--- config.mk ---
export PLATFORM = sky130hd
export DESIGN_NAME = sdram_port_arbiter
export DESIGN_NICKNAME = d
export VERILOG_FILES = /design/src/rtl/sdram_port_arbiter.sv
export SDC_FILE = /design/constraint.sdc
export NUM_CORES = 1
export LEC_CHECK = 0
export CORE_MARGIN = 2
export CORE_UTILIZATION = 40
export DETAILED_ROUTE_END_ITERATION = 7
export PLACE_DENSITY = 0.81
export SLEW_MARGIN = 20
export SYNTH_ARGS = -nofsm -noshare
export SYNTH_HDL_FRONTEND = slang
export SYNTH_SLANG_ARGS = --single-unit
--- constraint.sdc ---
create_clock -name clk_sys -period 1.9 [get_ports clk_sys]
set_input_delay 0.19 -clock clk_sys [delete_from_list [all_inputs] [get_ports clk_sys]]
set_output_delay 0.19 -clock clk_sys [all_outputs]
set_load 0.02 [all_outputs]
--- src/rtl/sdram_port_arbiter.sv ---
// rtl/sdram_port_arbiter.sv - one-access-per-clkref-slot arbiter for boot/CPU/DMA onto the SDRAM CPU port.
// Optional ARB_STATS_EN adds saturating per-requester grant counters with a synchronous clear.
module sdram_port_arbiter #(
  parameter int SLOT_LAT   = 8,
  parameter int STARVE_MAX = 4
) (
  input  logic        clk_sys,
  input  logic        reset_n,
  input  logic        clkref,
  input  logic        boot_req,
  input  logic [22:0] boot_addr,
  input  logic        boot_bank,
  input  logic [7:0]  boot_din,
  output logic        boot_ack,
  input  logic        cpu_rd,
  input  logic        cpu_wr,
  input  logic [22:0] cpu_addr,
  input  logic        cpu_bank,
  input  logic [7:0]  cpu_din,
  output logic [7:0]  cpu_dout,
  output logic        cpu_ack,
  input  logic        dma_req,
  input  logic        dma_we,
  input  logic [22:0] dma_addr,
  input  logic        dma_bank,
  input  logic [7:0]  dma_din,
  output logic [7:0]  dma_dout,
  output logic        dma_ack,
  output logic        sd_oe,
  output logic        sd_we,
  output logic [22:0] sd_addr,
  output logic        sd_bank,
  output logic [7:0]  sd_din,
  input  logic [7:0]  sd_dout,
  output logic [1:0]  owner
`ifdef ARB_STATS_EN
  ,
  input  logic        stat_clr,
  output logic [15:0] stat_boot,
  output logic [15:0] stat_cpu,
  output logic [15:0] stat_dma
`endif
);

  localparam int CW = $clog2(SLOT_LAT + 1);
  localparam int SW = $clog2(STARVE_MAX + 1);
  localparam logic [1:0] OWN_NONE = 2'd0, OWN_BOOT = 2'd1, OWN_CPU = 2'd2, OWN_DMA = 2'd3;

  typedef enum logic [1:0] {S_IDLE, S_ACCESS, S_DONE} state_t;

  state_t      state_q, state_d;
  logic [CW-1:0] cnt_q, cnt_d;
  logic [SW-1:0] starve_q, starve_d;
  logic [1:0]  owner_q, owner_d;
  logic        we_q, we_d;
  logic [22:0] addr_q, addr_d;
  logic        bank_q, bank_d;
  logic [7:0]  din_q, din_d;
  logic        boot_ack_q, boot_ack_d;
  logic        cpu_ack_q, cpu_ack_d;
  logic        dma_ack_q, dma_ack_d;
  logic [7:0]  cpu_dout_q, cpu_dout_d;
  logic [7:0]  dma_dout_q, dma_dout_d;
  logic        any_req, dma_first, grant;

  assign any_req   = boot_req | cpu_rd | cpu_wr | dma_req;
  assign dma_first = dma_req && (starve_q == SW'(STARVE_MAX));
  assign grant     = (state_q == S_IDLE) && clkref && any_req;

  always_comb begin
    state_d    = state_q;
    cnt_d      = cnt_q;
    starve_d   = starve_q;
    owner_d    = owner_q;
    we_d       = we_q;
    addr_d     = addr_q;
    bank_d     = bank_q;
    din_d      = din_q;
    boot_ack_d = 1'b0;
    cpu_ack_d  = 1'b0;
    dma_ack_d  = 1'b0;
    cpu_dout_d = cpu_dout_q;
    dma_dout_d = dma_dout_q;
    case (state_q)
      S_IDLE: begin
        if (grant) begin
          state_d = S_ACCESS;
          cnt_d   = '0;
          if (boot_req) begin
            owner_d = OWN_BOOT;
            we_d    = 1'b1;
            addr_d  = boot_addr;
            bank_d  = boot_bank;
            din_d   = boot_din;
          end else if ((cpu_rd || cpu_wr) && !dma_first) begin
            owner_d = OWN_CPU;
            we_d    = cpu_wr;
            addr_d  = cpu_addr;
            bank_d  = cpu_bank;
            din_d   = cpu_din;
          end else begin
            owner_d = OWN_DMA;
            we_d    = dma_we;
            addr_d  = dma_addr;
            bank_d  = dma_bank;
            din_d   = dma_din;
          end
        end
      end
      S_ACCESS: begin
        if (cnt_q == CW'(SLOT_LAT - 1)) state_d = S_DONE;
        else cnt_d = cnt_q + 1'b1;
      end
      S_DONE: begin
        state_d = S_IDLE;
        owner_d = OWN_NONE;
        case (owner_q)
          OWN_BOOT: boot_ack_d = 1'b1;
          OWN_CPU: begin
            cpu_ack_d = 1'b1;
            if (!we_q) cpu_dout_d = sd_dout;
          end
          OWN_DMA: begin
            dma_ack_d = 1'b1;
            if (!we_q) dma_dout_d = sd_dout;
          end
          default: ;
        endcase
      end
      default: state_d = S_IDLE;
    endcase
    // Starvation is measured against the CPU only; boot slots leave the count alone.
    if (!dma_req) starve_d = '0;
    else if (grant && owner_d == OWN_DMA) starve_d = '0;
    else if (grant && owner_d == OWN_CPU && starve_q != SW'(STARVE_MAX)) starve_d = starve_q + 1'b1;
  end

  always_ff @(posedge clk_sys or negedge reset_n) begin
    if (!reset_n) begin
      state_q    <= S_IDLE;
      cnt_q      <= '0;
      starve_q   <= '0;
      owner_q    <= OWN_NONE;
      we_q       <= 1'b0;
      addr_q     <= '0;
      bank_q     <= 1'b0;
      din_q      <= '0;
      boot_ack_q <= 1'b0;
      cpu_ack_q  <= 1'b0;
      dma_ack_q  <= 1'b0;
      cpu_dout_q <= '0;
      dma_dout_q <= '0;
    end else begin
      state_q    <= state_d;
      cnt_q      <= cnt_d;
      starve_q   <= starve_d;
      owner_q    <= owner_d;
      we_q       <= we_d;
      addr_q     <= addr_d;
      bank_q     <= bank_d;
      din_q      <= din_d;
      boot_ack_q <= boot_ack_d;
      cpu_ack_q  <= cpu_ack_d;
      dma_ack_q  <= dma_ack_d;
      cpu_dout_q <= cpu_dout_d;
      dma_dout_q <= dma_dout_d;
    end
  end

  // Strobes derive from state so an async reset drops them immediately.
  assign sd_oe    = (state_q == S_ACCESS) && !we_q;
  assign sd_we    = (state_q == S_ACCESS) && we_q;
  assign sd_addr  = addr_q;
  assign sd_bank  = bank_q;
  assign sd_din   = din_q;
  assign owner    = owner_q;
  assign boot_ack = boot_ack_q;
  assign cpu_ack  = cpu_ack_q;
  assign dma_ack  = dma_ack_q;
  assign cpu_dout = cpu_dout_q;
  assign dma_dout = dma_dout_q;

`ifdef ARB_STATS_EN
  logic [15:0] stat_boot_q, stat_boot_d;
  logic [15:0] stat_cpu_q, stat_cpu_d;
  logic [15:0] stat_dma_q, stat_dma_d;

  always_comb begin
    stat_boot_d = stat_boot_q;
    stat_cpu_d  = stat_cpu_q;
    stat_dma_d  = stat_dma_q;
    if (stat_clr) begin
      stat_boot_d = '0;
      stat_cpu_d  = '0;
      stat_dma_d  = '0;
    end else if (grant) begin
      if (owner_d == OWN_BOOT && stat_boot_q != 16'hFFFF) stat_boot_d = stat_boot_q + 16'd1;
      if (owner_d == OWN_CPU  && stat_cpu_q  != 16'hFFFF) stat_cpu_d  = stat_cpu_q + 16'd1;
      if (owner_d == OWN_DMA  && stat_dma_q  != 16'hFFFF) stat_dma_d  = stat_dma_q + 16'd1;
    end
  end

  always_ff @(posedge clk_sys or negedge reset_n) begin
    if (!reset_n) begin
      stat_boot_q <= '0;
      stat_cpu_q  <= '0;
      stat_dma_q  <= '0;
    end else begin
      stat_boot_q <= stat_boot_d;
      stat_cpu_q  <= stat_cpu_d;
      stat_dma_q  <= stat_dma_d;
    end
  end

  assign stat_boot = stat_boot_q;
  assign stat_cpu  = stat_cpu_q;
  assign stat_dma  = stat_dma_q;
`endif

endmodule

==> flow_summary.ini, run 1 <==
[power_and_ir_drop]
p_sw_share_pct = 36.9
p_leak_nw = 2.32
pwr-share-seq_pct = 33.8
peakVddDrop_mv = 0.607
power_frac_comb_pct = 48.9
p_int_mw = 4.16
p_switching_mw = 2.44
power_mw = 6.59
clkPwrFrac_pct = 17.3
cellPowerDensity_nw_per_um2 = 1230

[logic_synthesis]
avgSynthCellArea_um2 = 11.4
synthSimpleGateAreaFrac_pct = 16.3
synth_nets = 405
synth.distinct_cells = 39
syn_area_um2 = 3310
synth-edff-count = 0
synthAdderAreaFrac_pct = 1.13
synth_xor_area_share_pct = 0
muxShareOfSynthArea_pct = 16.0
synth-main-ff-cell = dfrtp_1
seq_area_frac_synth_pct = 47.6
async_flop_share_pct = 100
synth-seq-cells = 63
synth_top_family_by_area = simple AND/OR/NAND/NOR gates
ys_warn_count = 0
syn_inst = 290
synth_compound_area_share_pct = 14.8

[critical_path]
cp.arrival_ns = 1.98
r2r-start = state_q[0]
cp_data_required_time_ns = 2.10
cp_max_fo = 8
reg2reg_depth = 3
worst_setup_path_start_kind = flop
endpoint_kind = flop
startpoint = state_q[0]
reg2reg_setup_slack_ns = 0.13
reg2reg_to = dma_dout[6]
worstSetupPathType = reg2reg

[cells_and_area]
fin_area_um2 = 5380
most-common-layout-cells = 163 x clkdlybuf4s50_1, 63 x dfrtp_1, 40 x nand2_1, 38 x nand3_1, 32 x mux2i_1
final_common_cell = clkdlybuf4s50_1
final_util_pct = 66.1
syn_to_final_growth_pct = 62.5
final_nets = 581
antenna_cells = 0
drive_gt1_share_pct = 18.0
stdcell_count = 576

[floorplan]
start_util_pct = 40.7
dieArea_um2 = 9020
die_h_um = 95.0
core_um2 = 8130
ioPinCount = 167
std_cell_rows = 33
die_width_um = 95.0

[cts]
cts_max_level = 3
clk_pin_slew_ns = 0.07
numCtsBuffers = 9
cts_tree = done
cts_buffer_depth = 2
clock-sinks = 63
clk_latency_ns = 0.33
cts_root_buf = clkbuf_8
postCtsSetupBuffers = 0

[status]
status = completed

[sta]
fmax_mhz = 564
whs_ns = 0.432
setup_viol = 0
slew_violations = 0
period_share_pct = 93.3
skew_ns = 0.00943
max-slew-margin-rel_pct = 54.5
period_needed_ns = 1.77
rsz0062_at_grt = false
worst_slack_ns = 0.126
fin_setup_tns_ns = 0
tightestPinTransition_ns = 0.683
hold_viol = 0

[placed_design]
post-place-ws_ns = 0.0123
portBuffers = 166
dpl_cell_area_um2 = 5180
dp_hpwl_um = 7050
place_inst = 559
gp_congestion = 0.828

[global_route]
grt_pass1_vias = 3094
gr-total-overflow = 0
grt_pass1_wl_um = 14500
grt_usage_pct = 20.9
grt_max_degree = 37
antenna_found_initial = 0

[routing]
drc = 0
drt-initial-drc-count = 125
drt-wirelength-per-cell_um = 16.0
vias = 2953
via_per_inst = 5.13
antenna_left = 0
dr.pass1.iters = 4
routed_wl_um = 9240

[flow_run]
cap_violations = 0

[min_path]
hold_class = in2async
-- how the worst max path moves through the flow --
stage / endpoint / slack, ns / cells past startpoint
final: dma_dout[6] / 0.13 / 3
after global routing: dma_dout[6] / 0.03 / 3
after CTS: dma_dout[6] / 0.11 / 3
after detailed placement: sd_din[3] / 0.01 / 6
after global placement: sd_addr[8] / 0.06 / 6
after floorplan: sd_addr[1] / 0.30 / 7
-- power by group through the flow --
stage	Sequential (mW)	Combinational [mW]	Clock, mW
6_report	2.23	3.22	1.14
5_1_grt	2.30	3.46	1.24
4_1_cts	2.23	3.26	1.18
3_5_place_dp	2.24	3.28	0
3_3_place_gp	2.23	3.19	0
2_1_floorplan	2.76	1.14	0
-- layout make-up --
cell class,instances,area [um^2]
Sequential cell,63,1580
Fill cell,644,2760
Tap cell,105,131
Clock inverter,4,45.0
Clock buffer,12,145
Inverter,3,11.3
Multi-Input combinational cell,204,1610
Timing Repair Buffer,185,1860
-- cell families after synthesis --
kind of cell | after synthesis
buf+inv | 23
fa+ha+maj | 3
simple gates | 106
compound gates | 47
mux | 48
flops | 63
-- sequential cells by signal (all words and copies together), names as in the netlist, 2 cells and up --
register  flops
dma_dout      8
sd_addr      23
starve_q      3
owner         2
cpu_dout      8
sd_din        8
cnt_q         4
state_q       2
-- repair_timing --
item                                    4_1_cts  5_1_grt
hold endpoints to repair                     27        0
resized for setup                             2        0
endpoints found under the setup margin        2        0
hold buffers                                  1        0
-- synth_stat cells, types with 2 or more instances --
| cell | n | share of area [%] |
|---|---|---|
| inv_1 | 3 | 0.34 |
| or2b_1 | 2 | 0.45 |
| ha_1 | 3 | 1.1 |
| dfrtp_1 | 63 | 48 |
| buf_4 | 3 | 0.68 |
| o211ai_1 | 4 | 0.91 |
| o211ai_2 | 30 | 11 |
| mux2_4 | 8 | 3.6 |
| o21ai_0 | 5 | 0.76 |
| and2_1 | 2 | 0.38 |
| nand2_1 | 40 | 4.5 |
| mux2_2 | 8 | 2.7 |
| clkbuf_1 | 8 | 0.91 |
| a21oi_1 | 3 | 0.45 |
| buf_2 | 4 | 0.60 |
| mux2i_1 | 32 | 9.7 |
| nor3_1 | 4 | 0.60 |
| nand3_1 | 38 | 5.7 |
| nor2_1 | 6 | 0.68 |
| buf_6 | 4 | 1.4 |
| nand3b_1 | 2 | 0.45 |
-- critical path, cell delays in order, from the launching register on --
cell,delay (ns)
dfrtp_1,0.44
nand3b_1,0.25
or3_1,0.58
mux2_4,0.38
-- metal layers --
| layer | share of wire (%) | track usage [%] |
|---|---|---|
| met5 | 0 | 0 |
| met1 | 41 | 25.4 |
| met4 | 1.2 | 7.13 |
| met3 | 8.1 | 6.46 |
| met2 | 50 | 35.0 |
Note: power is estimated with default switching activity, not from simulation.
==> run 2, diff against run 1 <==
- RECOVER_POWER: not set -> 25
==> run 2 against run 1 <==
  * Register-to-register slack barely moved
  * Worst hold slack better by 0.0086 ns
  * Die area did not move
  * Clock power barely moved
  * Utilization shrank 0.15 points
  * Sequential power barely moved
  * Global-route usage unchanged
  * Routed wire length about the same
  * Critical path depth is the same
  * Via count unchanged
  * Non-clock buffer count stayed put
  * Critical endpoint unchanged
  * Largest power group unchanged
  * Highest routed layer unchanged
==> flow_summary.ini, run 2 (same netlist as run 1, synthesis figures left out) <==
[status]
status = completed

[cts]
cts_buffer_depth = 2
clock-sinks = 63
cts_max_level = 3
numCtsBuffers = 9
cts_tree = done
clk_pin_slew_ns = 0.07
postCtsSetupBuffers = 0
clk_latency_ns = 0.33
cts_root_buf = clkbuf_8

[sta]
fmax_mhz = 564
slew_violations = 0
fin_setup_tns_ns = 0
rsz0062_at_grt = false
period_needed_ns = 1.77
setup_viol = 0
period_share_pct = 93.3
whs_ns = 0.440
tightestPinTransition_ns = 0.722
skew_ns = 0.00943
max-slew-margin-rel_pct = 51.9
hold_viol = 0

[floorplan]
core_um2 = 8130
start_util_pct = 40.7
dieArea_um2 = 9020
die_width_um = 95.0
ioPinCount = 167
die_h_um = 95.0
std_cell_rows = 33

[cells_and_area]
antenna_cells = 0
most-common-layout-cells = 163 x clkdlybuf4s50_1, 63 x dfrtp_1, 40 x nand2_1, 38 x nand3_1, 32 x mux2i_1
fin_area_um2 = 5360
largest_reg_flops = 23
stdcell_count = 576
syn_to_final_growth_pct = 62.1
drive_gt1_share_pct = 18.0
final_nets = 581
final_common_cell = clkdlybuf4s50_1

[min_path]
hold_class = in2async

[routing]
via_per_inst = 5.13
drt-initial-drc-count = 125
routed_wl_um = 9240
drc = 0
antenna_left = 0
vias = 2953
dr.pass1.iters = 4
drt-wirelength-per-cell_um = 16.0

[global_route]
antenna_found_initial = 0
grt_pass1_wl_um = 14500
gr-total-overflow = 0
grt_pass1_vias = 3094
grt_usage_pct = 20.9
grt_max_degree = 37

[critical_path]
worst_setup_path_start_kind = flop
reg2reg_depth = 3
r2r-start = state_q[0]
worstSetupPathType = reg2reg
cp_max_fo = 8
cp.arrival_ns = 1.98
endpoint_kind = flop
reg2reg_setup_slack_ns = 0.13
cp_data_required_time_ns = 2.10
reg2reg_to = dma_dout[6]

[flow_run]
cap_violations = 0

[placed_design]
place_inst = 559
gp_congestion = 0.828
portBuffers = 166
dp_hpwl_um = 7050
dpl_cell_area_um2 = 5180

[power_and_ir_drop]
p_leak_nw = 2.31
cellPowerDensity_nw_per_um2 = 1230
peakVddDrop_mv = 0.607
==> run 2: cell types whose count changed in the layout (fill, tap and decap cells not counted) <==
| cell | before | now |
|---|---|---|
| buf_12 | 5 | 4 |
| buf_2 | 1 | 0 |
| clkbuf_2 | 0 | 1 |
| clkbuf_4 | 0 | 1 |
==> run 2: layout make-up <==
type | instances | area (um^2)
Inverter | 3 | 11.3
Clock inverter | 4 | 45.0
Timing Repair Buffer | 185 | 1850
Tap cell | 105 | 131
Sequential cell | 63 | 1580
Clock buffer | 12 | 145
Fill cell | 646 | 2770
Multi-Input combinational cell | 204 | 1610
==> run 2: critical path: stages (launching register included) <==
cell,delay [ns]
dfrtp_1,0.44
nand3b_1,0.25
or3_1,0.58
mux2_4,0.38
==> run 2: worst max-delay path by stage <==
stage | start | to | slack, ns
6_report | state_q[0] | dma_dout[6] | 0.13
5_1_grt | state_q[0] | dma_dout[6] | 0.03
4_1_cts | state_q[0] | dma_dout[6] | 0.11
3_5_place_dp | cpu_rd | sd_din[3] | 0.01
3_3_place_gp | cpu_rd | sd_addr[8] | 0.06
2_1_floorplan | starve_q[0] | sd_addr[1] | 0.30
==> run 2: what timing repair did <==
item,4_1_cts,5_1_grt
resized for setup,2,0
endpoints found under the hold margin,27,0
endpoints found under the setup margin,2,0
hold buffers,1,0
==> run 2: power breakdown <==
group	total [mW]	leakage [nW]	internal [mW]	switching (mW)
logic	3.22	1.42	1.64	1.58
registers	2.23	0.795	1.87	0.358
clock network	1.14	0.100	0.637	0.502
total	6.59	2.31	4.15	2.44
==> run 2: per-layer routing <==
metal / GRT usage, % / vias to the layer above / wire length (um)
met2: 35.0 / 126 / 4590
met5: 0 / - / 0
met1: 25.4 / 1417 / 3780
li1: - / 1400 / -
met4: 7.13 / 0 / 114
met3: 6.46 / 10 / 750
==> run 2: stage by stage <==
step | worst slack, ns | power [mW] | utilization [%]
6_report | 0.126 | 6.59 | 65.9
5_1_grt | 0.0328 | 6.99 | 65.9
4_1_cts | 0.109 | 6.67 | 66.1
3_5_place_dp | 0.0123 | 5.51 | 63.7
3_3_place_gp | 0.0607 | 5.42 | 63.7
2_1_floorplan | 0.304 | 3.90 | -
==> run 3, diff against run 2 <==
- CTS_CLUSTER_SIZE: not set -> 40
- REMOVE_ABC_BUFFERS: not set -> 1
==> run 3 against run 2 <==
  * Global-route usage rose by 0.88 points
  * Combinational power barely moved
  * Final cell count did not move
  * Setup slack improved by 0.025 ns
  * Sequential share of layout area rose by 0.33 points
  * Sequential power barely moved
  * Critical path depth rose by 4
  * Utilization fell by 0.72 points
  * Die area did not move
  * Highest routed layer unchanged
==> flow_summary.ini, run 3 (same netlist as run 1, synthesis figures left out) <==
[cts]
clk_pin_slew_ns = 0.06
cts_tree = done
cts_root_buf = clkbuf_8
numCtsBuffers = 9
cts_max_level = 3
clk_latency_ns = 0.34
cts_buffer_depth = 2
postCtsSetupBuffers = 0
clock-sinks = 63

[sta]
rsz0062_at_grt = false
skew_ns = 0.00695
worst_slack_ns = 0.151
slew_violations = 0
period_needed_ns = 1.75
tightestPinTransition_ns = 0.889
setup_viol = 0
fmax_mhz = 572
fin_setup_tns_ns = 0
period_share_pct = 92.0
whs_ns = 0.466
max-slew-margin-rel_pct = 40.7
hold_viol = 0

[flow_run]
cap_violations = 0

[routing]
drt-wirelength-per-cell_um = 17.2
drc = 0
dr.pass1.iters = 7
antenna_left = 0
via_per_inst = 5.11
vias = 2942
drt-initial-drc-count = 93
routed_wl_um = 9920

[floorplan]
core_um2 = 8130
start_util_pct = 40.7
die_width_um = 95.0
std_cell_rows = 33
die_h_um = 95.0
dieArea_um2 = 9020
ioPinCount = 167

[cells_and_area]
nFillCells = 641
syn_to_final_growth_pct = 60.3
most-common-layout-cells = 163 x clkdlybuf4s50_1, 63 x dfrtp_1, 40 x nand2_1, 38 x nand3_1, 32 x mux2i_1
fin_area_um2 = 5310
antenna_cells = 0
multi_input_area_um2 = 1610
final_common_cell = clkdlybuf4s50_1
largest_reg_flops = 23
final_nets = 581
seq_area_um2 = 1580
final_util_pct = 65.2
drive_gt1_share_pct = 17.6
stdcell_count = 576

[status]
status = completed

[power_and_ir_drop]
cellPowerDensity_nw_per_um2 = 1210
p_leak_nw = 2.28
power_mw = 6.43
peakVddDrop_mv = 0.516

[placed_design]
place_inst = 559
post-place-ws_ns = 0.00300
gp_congestion = 0.825
portBuffers = 166
dpl_cell_area_um2 = 5150
dp_hpwl_um = 7680

[critical_path]
worstSetupPathType = reg2reg
cp_data_required_time_ns = 2.11
r2r-start = starve_q[0]
worst_setup_path_start_kind = flop
endpoint_kind = flop
cp.arrival_ns = 1.95
cp_max_fo = 29
startpoint = starve_q[0]

[global_route]
antenna_found_initial = 0
grt_usage_pct = 21.7
grt_pass1_vias = 2948
gr-total-overflow = 0
grt_max_degree = 33
grt_pass1_wl_um = 14800

[min_path]
min-delay-start = boot_addr[7]
hold_class = in2reg
==> run 3: cell types whose count changed in the layout (fill, tap and decap cells not counted), sizes merged <==
cell / previous run / this run
clkinvlp: 0 / 1
bufinv: 1 / 0
==> run 3: final timing paths <==
path                          endpoint  slack, ns  cells past startpoint
hold reg to reg               boot_ack       0.49                      1
min in group asynchronous  dma_dout[5]       0.49                      2
max in group asynchronous  sd_addr[12]       0.38                      3
setup / recovery            sd_addr[4]       0.15                      7
setup reg to reg            sd_addr[4]       0.15                      7
hold / removal              sd_addr[7]       0.47                      3
==> run 3: worst max-delay path, cell delays in order (launching register included) <==
cell      delay (ns)
dfrtp_1         0.43
inv_1           0.08
ha_1            0.20
nand3_1         0.13
nand2_2         0.12
buf_12          0.21
mux2i_1         0.31
o211ai_2        0.11
==> run 3: repair_timing <==
action	4_1_cts	5_1_grt
gates resized for setup	2	0
hold endpoints to repair	14	0
setup endpoints to repair	2	0
hold buffers	1	0
==> run 3: cell type report <==
class                           instances  area share, %
Multi-Input combinational cell        204           30.3
Clock inverter                          4          0.425
Sequential cell                        63           29.7
Inverter                                3          0.212
Clock buffer                           12           2.55
Tap cell                              105           2.48
Timing Repair Buffer                  185           34.4
==> run 3: layer usage <==
metal | vias up | global-route usage, % | part of all wire (%) | wire length, um
met5 | - | 0 | 0 | 0
met4 | 0 | 7.00 | 1.7 | 169
met3 | 15 | 5.83 | 6.5 | 642
met2 | 113 | 36.6 | 50 | 4980
met1 | 1411 | 27.2 | 42 | 4120
li1 | 1403 | - | - | -
==> run 3: report_power, final <==
group | leakage (nW) | internal [mW] | switching (mW) | total [mW]
Clock | 0.0801 | 0.468 | 0.503 | 0.970
Combinational | 1.41 | 1.63 | 1.60 | 3.23
Sequential | 0.795 | 1.87 | 0.354 | 2.23
Total | 2.28 | 3.97 | 2.45 | 6.43
